===== src/rtl/lsu_fault_pipe.sv =====
// LSU fault pipeline: carries DC1 fault verdicts through DC2/DC3 and presents one exception
// at a time to the trap logic over valid/ack, with overrun flag and saturating fault counter.
module lsu_fault_pipe #(
    parameter int unsigned CNT_W = 16
) (
    input  logic             clk,
    input  logic             rst,
    input  logic             lsu_freeze,
    input  logic             flush_all,
    input  logic             pkt_valid_dc1,
    input  logic             pkt_store_dc1,
    input  logic             pkt_dma_dc1,
    input  logic [31:0]      start_addr_dc1,
    input  logic             access_fault_dc1,
    input  logic             misaligned_fault_dc1,
    input  logic             exc_ack,
    output logic             exc_valid,
    output logic             exc_type,
    output logic             exc_store,
    output logic [31:0]      exc_addr,
    output logic             exc_pending,
    output logic             exc_overrun,
    output logic [CNT_W-1:0] fault_cnt
);

    typedef enum logic {StIdle, StHold} state_e;

    logic        dc1_fault;
    logic        dc1_type;
    logic        present;

    logic        dc2_valid_q, dc2_fault_q, dc2_type_q, dc2_store_q;
    logic [31:0] dc2_addr_q;
    logic        dc3_valid_q, dc3_fault_q, dc3_type_q, dc3_store_q;
    logic [31:0] dc3_addr_q;

    state_e           state_q;
    logic             hold_type_q;
    logic             hold_store_q;
    logic [31:0]      hold_addr_q;
    logic             overrun_q;
    logic [CNT_W-1:0] cnt_q;

    // Misaligned wins when both verdicts are set, so type is simply its inverse.
    assign dc1_fault = (access_fault_dc1 | misaligned_fault_dc1) & pkt_valid_dc1 & ~pkt_dma_dc1;
    assign dc1_type  = ~misaligned_fault_dc1;
    assign present   = dc3_valid_q & dc3_fault_q & ~lsu_freeze & ~flush_all;

    always_ff @(posedge clk or posedge rst) begin
        if (rst) begin
            dc2_valid_q <= 1'b0;
            dc2_fault_q <= 1'b0;
            dc2_type_q  <= 1'b0;
            dc2_store_q <= 1'b0;
            dc2_addr_q  <= '0;
            dc3_valid_q <= 1'b0;
            dc3_fault_q <= 1'b0;
            dc3_type_q  <= 1'b0;
            dc3_store_q <= 1'b0;
            dc3_addr_q  <= '0;
        end else if (flush_all) begin
            dc2_valid_q <= 1'b0;
            dc3_valid_q <= 1'b0;
        end else if (!lsu_freeze) begin
            dc2_valid_q <= pkt_valid_dc1;
            dc2_fault_q <= dc1_fault;
            dc2_type_q  <= dc1_type;
            dc2_store_q <= pkt_store_dc1;
            dc2_addr_q  <= start_addr_dc1;
            dc3_valid_q <= dc2_valid_q;
            dc3_fault_q <= dc2_fault_q;
            dc3_type_q  <= dc2_type_q;
            dc3_store_q <= dc2_store_q;
            dc3_addr_q  <= dc2_addr_q;
        end
    end

    always_ff @(posedge clk or posedge rst) begin
        if (rst) begin
            state_q      <= StIdle;
            hold_type_q  <= 1'b0;
            hold_store_q <= 1'b0;
            hold_addr_q  <= '0;
            overrun_q    <= 1'b0;
            cnt_q        <= '0;
        end else begin
            // Dropped faults still count, so the counter only looks at present.
            if (present && cnt_q != '1) begin
                cnt_q <= cnt_q + CNT_W'(1);
            end
            if (flush_all) begin
                state_q <= StIdle;
            end else begin
                case (state_q)
                    StIdle: begin
                        if (present && !exc_ack) begin
                            state_q      <= StHold;
                            hold_type_q  <= dc3_type_q;
                            hold_store_q <= dc3_store_q;
                            hold_addr_q  <= dc3_addr_q;
                        end
                    end
                    StHold: begin
                        if (exc_ack) begin
                            state_q   <= StIdle;
                            overrun_q <= 1'b0;
                        end else if (present) begin
                            overrun_q <= 1'b1;
                        end
                    end
                    default: state_q <= StIdle;
                endcase
            end
        end
    end

    always_comb begin
        exc_valid   = present;
        exc_type    = dc3_type_q;
        exc_store   = dc3_store_q;
        exc_addr    = dc3_addr_q;
        exc_pending = 1'b0;
        if (state_q == StHold) begin
            exc_valid   = 1'b1;
            exc_type    = hold_type_q;
            exc_store   = hold_store_q;
            exc_addr    = hold_addr_q;
            exc_pending = 1'b1;
        end
    end

    assign exc_overrun = overrun_q;
    assign fault_cnt   = cnt_q;

endmodule

===== config.mk =====
export PLATFORM = sky130hd
export DESIGN_NAME = lsu_fault_pipe
export DESIGN_NICKNAME = d
export VERILOG_FILES = /design/src/rtl/lsu_fault_pipe.sv
export SDC_FILE = /design/constraint.sdc
export NUM_CORES = 1
export LEC_CHECK = 0
export CELL_PAD_IN_SITES_DETAIL_PLACEMENT = 0
export CELL_PAD_IN_SITES_GLOBAL_PLACEMENT = 2
export CORE_ASPECT_RATIO = 0.7
export CORE_MARGIN = 1.5
export CORE_UTILIZATION = 40
export DETAILED_ROUTE_END_ITERATION = 6
export GPL_TIMING_DRIVEN = 0
export PLACE_DENSITY = 0.94
export SYNTH_ARGS = -nofsm -noshare
export SYNTH_HDL_FRONTEND = slang
export SYNTH_SLANG_ARGS = --single-unit

===== constraint.sdc =====
create_clock -name clk -period 11.3 [get_ports clk]
set_input_delay 1.13 -clock clk [delete_from_list [all_inputs] [get_ports clk]]
set_output_delay 1.13 -clock clk [all_outputs]
set_load 0.05 [all_outputs]

==> results of run 1 <==
==> synth_stat cells, drive strengths merged, types with 2 or more instances <==
cell	count	area share, %
nand2	5	0.35
nand4	6	0.69
inv	2	0.14
buf	8	1.8
nand3	7	0.65
mux2	138	31
o21ai	4	0.37
and4	2	0.32
nor2	8	0.56
a21oi	3	0.28
and3	5	0.58
dfrtp	124	57
nor3	2	0.19
clkbuf	8	0.56
xor2	2	0.32
mux2i	2	0.37
xnor2	10	1.6
a31oi	3	0.35
==> worst register-to-register path: stages, from the launching register on <==
cell and delay, ns:
dfrtp_1 0.44, and4_1 0.31, nand3_1 0.29, o21ai_0 0.44, mux2_2 0.38
==> flip-flops by register name, indices dropped and copies added (netlist names) <==
signal,cells
hold_addr_q,32
dc3_addr_q,32
dc3_valid_q,1
dc3_store_q,1
exc_overrun,1
fault_cnt,16
dc2_valid_q,1
dc3_type_q,1
dc2_addr_q,32
dc2_type_q,1
dc2_store_q,1
dc2_fault_q,1
dc3_fault_q,1
hold_store_q,1
hold_type_q,1
state_q,1
==> cells by family (layout without fill, tap and decap cells) <==
kind of cell	Yosys count	count (layout)	share of synthesized area, %
muxes	140	140	31.19
DFF	124	124	57.38
adders and majority gates	1	1	0.2313
and+or+nand+nor	44	44	5.160
AOI/OAI and AO/OA	14	14	1.597
xor gates and xnor gates	12	12	1.944
buffers and inverters	18	144	2.499
==> through the flow <==
step	worst slack (ns)	power (mW)	hold slack [ns]	util [%]	instance area, sq um
after global placement	5.148	0.8229	0.4728	49.84	6570
after floorplan	6.871	0.7333	0.4438	-	5408
after detailed placement	7.139	0.8323	0.4728	50.09	6603
after CTS	7.069	1.384	0.4851	54.59	7196
after global routing	6.963	1.428	0.5197	54.59	7196
final	7.141	1.368	0.4809	54.59	7196
==> worst max-delay path by stage <==
stage                    start               to  cells after the start
detailed placement  lsu_freeze        exc_valid                      4
floorplan                  rst    dc2_addr_q[0]                      1
finish                 state_q      exc_addr[4]                      4
global placement           rst  hold_addr_q[24]                      2
CTS                    state_q      exc_addr[4]                      4
global route           state_q     exc_addr[10]                      4
==> cells in the final DEF (no fill, tap or decap), drive strengths merged, types with 2 or more instances in the layout <==
master         Yosys  layout
mux2             138     138
dfrtp            124     124
clkdlybuf4s50      0      93
clkbuf             8      28
xnor2             10      10
buf                8       9
nor2               8       8
nand3              7       7
nand4              6       6
clkinv             0       6
and3               5       5
nand2              5       5
o21ai              4       4
a21oi              3       3
a31oi              3       3
bufinv             0       3
clkinvlp           0       3
and4               2       2
nor3               2       2
xor2               2       2
mux2i              2       2
inv                2       2
==> metal layers <==
layer  vias to the layer above  wire length (um)  track usage, %
met3                        11               479           5.153
met5                         -                 0               0
met2                        78              5010           25.78
met1                      1664              5496           23.31
met4                         0               156           6.661
li1                       1510                 -               -
==> cell type report <==
| cell class | instances | area (sq um) |
|---|---|---|
| clock buffer | 20 | 446.7 |
| clock inverter | 12 | 146.4 |
| fill | 1076 | 5986 |
| buffer | 16 | 127.6 |
| sequential | 124 | 3103 |
| multi-input combinational | 211 | 2170 |
| tap | 185 | 231.5 |
| inverter | 2 | 12.51 |
| timing repair buffer | 94 | 958.4 |
==> power by group through the flow <==
stage                     Combinational, mW  Sequential, mW  Clock [mW]
final                                 0.292           0.530       0.546
after detailed placement              0.295           0.538           0
after CTS                             0.296           0.530       0.558
after floorplan                       0.204           0.529           0
after global placement                0.290           0.533           0
after global routing                  0.308           0.538       0.581
==> reports/metrics.cfg, run 1 <==
[outcome]
status = completed

[placement]
dpl.hpwl_mm = 7.431
dp.cells = 632
place.gp.congestion = 0.7568
port_buffers = 93

[min_path]
hold_path_class = reg2reg
hp-start = dc2_type_q
holdPathEnd = dc2_type_q
holdPathStages = 2

[timing]
rsz0062_at_grt = no
relSlewSlack_pct = 51.70
setup-tns-final_ns = 0
worst_pin_slew_ns = 0.7245
hold_violations = 0
fin_crit_sh_pct = 36.81
setup_violations = 0
drv_slew = 0
timing.fmax_ghz = 0.2404
fin_skew_ns = 0.006850
min_period_ns = 4.159

[clocking]
path_clk_slew_ns = 0.05
numCtsBuffers = 17
clk-insertion-delay-late_ns = 0.41
root_buffer = clkbuf_16
cts_hold_buf = 0
cts_buffer_depth = 2
cts_resized = 0
cts_tree = done
postCtsSetupBuffers = 0
htreeDepth = 4
clock-sinks = 124

[global_routing]
grt_overflow_total = 0
grt_max_degree = 91
antenna_found_initial = 0
grt_pass1_vias = 3538
grt_pass1_wl_mm = 18.46
grtUsageTotal_pct = 17.12

[synth]
synth_cell_type_count = 35
synthesis.area_sq_um = 5408
syn-num-nets = 396
ys.flop_type = dfrtp_1
ys_seq_area_share_pct = 57.38
synthCells = 353
synth-edff-count = 0
yosys_warnings = 0
async_flop_share_pct = 100.0
ys_ff_latch = 124
syn_area_per_cell_sq_um = 15.32

[setup_path]
slowest_stage = clkdlybuf4s50_1
worst_ep_required_time_ns = 10.17
reg2regPathDepth = 4
crit_chain = clkbuf_1 -> clkbuf_1 -> mux2_2 -> clkdlybuf4s50_1
end_kind = output port
worst-r2r-setup-slack_ns = 9.33
r2r_end = fault_cnt[1]
critical_path_buf_inv_count = 3
rr_startpoint = fault_cnt[7]
cpMostUsedCell = clkbuf_1
worstSetupPathType = reg2out
critPathArrivalTime_ns = 3.03
start_kind = flop
cp_top_family = buffers and inverters
cpPeakStageDelay_ns = 0.71
critical_path.max_fanout = 10

[floorplanning]
fp.dieH_um = 100.3
die_w_um = 142.0
die-area_sq_um = 14240
ioPinCount = 95
core_sq_um = 13180
rows = 35
start_util_pct = 41.03

[final_layout]
fin_nets = 509
final_cell_count_no_fill = 664
diodes = 0
syn_to_final_growth_pct = 33.06
drive_gt1_share_pct = 38.00

[detailed_routing]
routedWlPerCell_um = 16.78
via_count = 3263
viasPerCell = 4.914
wl_mm = 11.14
drt_iter0_drc = 88
ant_nets = 0
drcViolationCount = 0
first_pass_iters = 4

[pwr]
cell_internal_pwr_mw = 0.9764
switchingPower_mw = 0.3918
p_sw_share_pct = 28.64
combPwrFrac_pct = 21.4
pwr-share-seq_pct = 38.7
leakagePower_nw = 3.185
vdd_drop_max_uv = 87.49
cellPowerDensity_nw_per_um2 = 190.1
p_clk_share_pct = 39.9

[run]
drv_cap = 0

Power figures use the tool's default switching activity.
==> run 2, diff against run 1 <==
Settings changed: CORE_UTILIZATION 40 to 37, PLACE_DENSITY 0.94 to 0.88.
Clock period 11.3 ns to 4.2 ns, I/O delays scaled along.
==> reports/metrics.cfg, run 2 (synthesis gave the netlist of run 1 again) <==
[detailed_routing]
routedWlPerCell_um = 16.32
first_pass_iters = 4
via_count = 3257
wl_mm = 10.90
drcViolationCount = 0
viasPerCell = 4.876
drt_iter0_drc = 118
ant_nets = 0

[global_routing]
grt_pass1_vias = 3503
grt_pass1_wl_mm = 18.42
grt_max_degree = 73
antenna_found_initial = 0
grtUsageTotal_pct = 15.51
grt_overflow_total = 0

[setup_path]
end_kind = output port
r2r_end = fault_cnt[1]
cp_top_family = buffers and inverters
worst_ep_required_time_ns = 3.78
cp-endpoint = exc_addr[4]
cpPeakStageDelay_ns = 0.71
critical_path.max_fanout = 10
start_kind = flop
crit_start = state_q
critPathArrivalTime_ns = 3.01
worstSetupPathType = reg2out
cpMostUsedCell = clkbuf_1
critical_path_buf_inv_count = 3
reg2regPathDepth = 4
rr_startpoint = fault_cnt[7]
slowest_stage = clkdlybuf4s50_1
path_depth = 4
crit_chain = clkbuf_1 -> clkbuf_1 -> mux2_2 -> clkdlybuf4s50_1
worst-r2r-setup-slack_ns = 2.26

[pwr]
leakagePower_nw = 3.198
pwr-share-seq_pct = 38.3
cellPowerDensity_nw_per_um2 = 515.4
cell_internal_pwr_mw = 2.692
p_clk_share_pct = 40.6
p_sw_share_pct = 27.68
p_total_mw = 3.722
combPwrFrac_pct = 21.1
switchingPower_mw = 1.030
vdd_drop_max_uv = 231.1

[timing]
hold_violations = 0
fin_crit_sh_pct = 81.76
min_period_ns = 3.434
worst_pin_slew_ns = 0.7479
relSlewSlack_pct = 50.14
setup-tns-final_ns = 0
drv_slew = 0
rsz0062_at_grt = no
fin_skew_ns = 0.007604
setup_violations = 0
fin_hold_ws_ns = 0.2173
timing.fmax_ghz = 0.2912

[run]
drv_cap = 0

[final_layout]
layout_commonest_cell = dfrtp_1
diodes = 0
drive_gt1_share_pct = 37.66
reg_top3 = dc2_addr_q: 32 flops, dc3_addr_q: 32 flops, hold_addr_q: 32 flops
syn_to_final_growth_pct = 33.55
fin_util_pct = 51.22
final_cell_mix = dfrtp_1 (124), mux2_2 (108), clkdlybuf4s50_1 (93)
fin_nets = 509

[floorplanning]
die_w_um = 147.5
core_sq_um = 14100
start_util_pct = 38.36
fp.dieH_um = 104.1
ioPinCount = 95
die-area_sq_um = 15360
rows = 36

[clocking]
numCtsBuffers = 17
cts_resized = 0
cts_tree = done
cts_buffer_depth = 2
root_buffer = clkbuf_16
postCtsSetupBuffers = 0
cts_hold_buf = 0
path_clk_slew_ns = 0.05
clock-sinks = 124
clk-insertion-delay-late_ns = 0.41
htreeDepth = 4

[placement]
place.gp.congestion = 0.7396
port_buffers = 93
dpl.hpwl_mm = 7.340

[outcome]
status = completed

[min_path]
hold_path_class = in2reg
holdPathStages = 2

run 2: cell types whose count changed in the layout (fill, tap and decap cells not counted):
cell | previous run | this run
clkbuf_1 | 10 | 11
clkbuf_8 | 1 | 5
clkinv_2 | 5 | 2
clkinv_4 | 1 | 0
clkinvlp_4 | 3 | 1
run 2: final cells by class:
cell class	count	area, sq um
multi-input cells	211	2170
flip-flops and latches	124	3103
inverters	2	12.51
plain buffers	16	127.6
fillers	1190	6877
repair buffers	94	958.4
well taps	190	237.7
clock inverters	6	107.6
clock buffers	25	505.5
run 2: metrics by stage:
stage / area [sq um] / cells / worst slack [ns]
2_1_floorplan: 5408 / 353 / 0.4808
3_3_place_gp: 6576 / 636 / -1.206
3_5_place_dp: 6609 / 637 / 1.168
4_1_cts: 7222 / 668 / 0.7203
5_1_grt: 7222 / 668 / 0.5812
6_report: 7222 / 668 / 0.7661
run 2: power groups by stage:
stage          Clock [mW]  Sequential, mW  Combinational [mW]
2_1_floorplan           0            1.42               0.549
3_3_place_gp            0            1.44               0.780
3_5_place_dp            0            1.45               0.790
4_1_cts              1.55            1.43               0.795
5_1_grt              1.61            1.45               0.825
6_report             1.51            1.43               0.784
run 2: layer usage:
metal  GRT usage (%)  up-vias  routed length, um
li1                -     1510                  -
met1           21.63     1671               5365
met2           23.11       62               4977
met3           3.860       14                425
met4           6.214        0                135
met5               0        -                  0
run 2: worst min path at each step:
stage | start | to | slack, ns
after floorplan | dc2_type_q | dc2_type_q | 0.44
after global placement | dc2_type_q | dc2_type_q | 0.47
after detailed placement | dc2_type_q | dc2_type_q | 0.47
after CTS | flush_all | dc2_valid_q | 0.20
after global routing | flush_all | state_q | 0.23
final | flush_all | dc2_valid_q | 0.22
==> run 3, diff against run 2 <==
Clock period 4.2 ns to 3.4 ns, I/O delays scaled along.
==> reports/metrics.cfg, run 3 (synthesis gave the netlist of run 1 again) <==
[outcome]
status = completed

[floorplanning]
die_w_um = 147.5
fp.dieH_um = 104.1
ioPinCount = 95
die-area_sq_um = 15360
core_sq_um = 14100
rows = 36
start_util_pct = 38.36

[timing]
drv_slew = 0
fin_skew_ns = 0.006779
fin_crit_sh_pct = 93.20
timing.fmax_ghz = 0.3156
setup-tns-final_ns = 0
relSlewSlack_pct = 51.09
rsz0062_at_grt = no
hold_violations = 0
worst_pin_slew_ns = 0.7336
min_period_ns = 3.169
setup_violations = 0

[global_routing]
grt_pass1_wl_mm = 18.25
grtUsageTotal_pct = 15.45
grt_overflow_total = 0
grt_pass1_vias = 3417
antenna_found_initial = 0
grt_max_degree = 40

[final_layout]
final_cell_count_no_fill = 670
syn_to_final_growth_pct = 35.17
final_cell_mix = dfrtp_1 (124), mux2_2 (108), clkdlybuf4s50_1 (93)
fin_util_pct = 51.85
fin_nets = 510
reg_top3 = dc2_addr_q: 32 flops, dc3_addr_q: 32 flops, hold_addr_q: 32 flops
layout_commonest_cell = dfrtp_1
diodes = 0
drive_gt1_share_pct = 38.54
design_area_sq_um = 7310

[detailed_routing]
drcViolationCount = 0
wl_mm = 11.14
first_pass_iters = 4
ant_nets = 0
drt_iter0_drc = 112
viasPerCell = 4.806
via_count = 3220
routedWlPerCell_um = 16.62

[placement]
dp.cells = 639
place_area_sq_um = 6640
dpl.hpwl_mm = 7.740
port_buffers = 93
place.gp.congestion = 0.7267

[clocking]
cts_buffer_depth = 2
root_buffer = clkbuf_16
htreeDepth = 4
clk-insertion-delay-late_ns = 0.41
cts_tree = done
postCtsSetupBuffers = 0
clock-sinks = 124
numCtsBuffers = 17
path_clk_slew_ns = 0.05
cts_resized = 0
cts_hold_buf = 0

[pwr]
cellPowerDensity_nw_per_um2 = 654.3
leakagePower_nw = 3.229
vdd_drop_max_uv = 344.9

[setup_path]
start_kind = flop
critical_path.max_fanout = 12
end_kind = output port
worstSetupPathType = reg2out
worst_ep_required_time_ns = 3.06
critPathArrivalTime_ns = 2.83

[min_path]
hold_path_class = in2reg

[run]
drv_cap = 0

run 3: cell types whose count changed in the layout (fill, tap and decap cells not counted), sizes merged:
cell	delta
clkinv	+4
bufinv	+3
inv	-1
buf	+2
clkbuf	-8
clkinvlp	+2
run 3: area by class of cell:
cell class | instances | area [sq um]
clock inverters | 14 | 244.0
clock buffers | 18 | 429.2
multi-input cells | 211 | 2170
repair buffers | 96 | 991.0
flip-flops and latches | 124 | 3103
fillers | 1176 | 6789
inverters | 2 | 11.26
plain buffers | 15 | 123.9
well taps | 190 | 237.7
run 3: critical path: stages (launching register included):
cell	delay [ns]
dfrtp_1	0.74
clkbuf_1	0.56
mux2_2	0.42
clkdlybuf4s50_1	0.71
run 3: worst paths after layout:
kind                       startpoint              end  slack, ns  depth (start not counted)
min                         flush_all      dc2_valid_q       0.14                          2
max in group asynchronous         rst   hold_addr_q[7]       2.24                          4
max reg2reg                   state_q  hold_addr_q[13]       1.43                          4
max                           state_q     exc_addr[10]       0.23                          3
min reg2reg                dc2_type_q       dc2_type_q       0.48                          2
min in group asynchronous         rst     fault_cnt[2]       0.34                          2
run 3: metal layers:
layer	GRT usage, %	wire [um]	share of wire [%]	up-vias
li1	-	-	-	1506
met1	21.51	5428	49	1633
met2	23.04	5039	45	70
met3	4.474	562	5.0	11
met4	5.143	106	0.95	0
met5	0	0	0	-
run 3: power breakdown:
| part | total, mW | leakage, nW | internal (mW) | switching, mW |
|---|---|---|---|---|
| combinational | 0.973 | 1.33 | 0.432 | 0.541 |
| clock | 2.05 | 0.320 | 1.38 | 0.670 |
| sequential | 1.76 | 1.58 | 1.65 | 0.110 |
| total | 4.78 | 3.23 | 3.46 | 1.32 |
run 3: per-stage QoR:
step	setup slack [ns]	total power, mW	hold WS, ns
after floorplan	1.220	2.438	0.4103
after global placement	0.3821	2.737	0.4720
after detailed placement	0.3824	2.770	0.4708
after CTS	0.1888	4.844	0.1142
after global routing	0.09740	4.980	0.1279
final	0.2311	4.783	0.1361
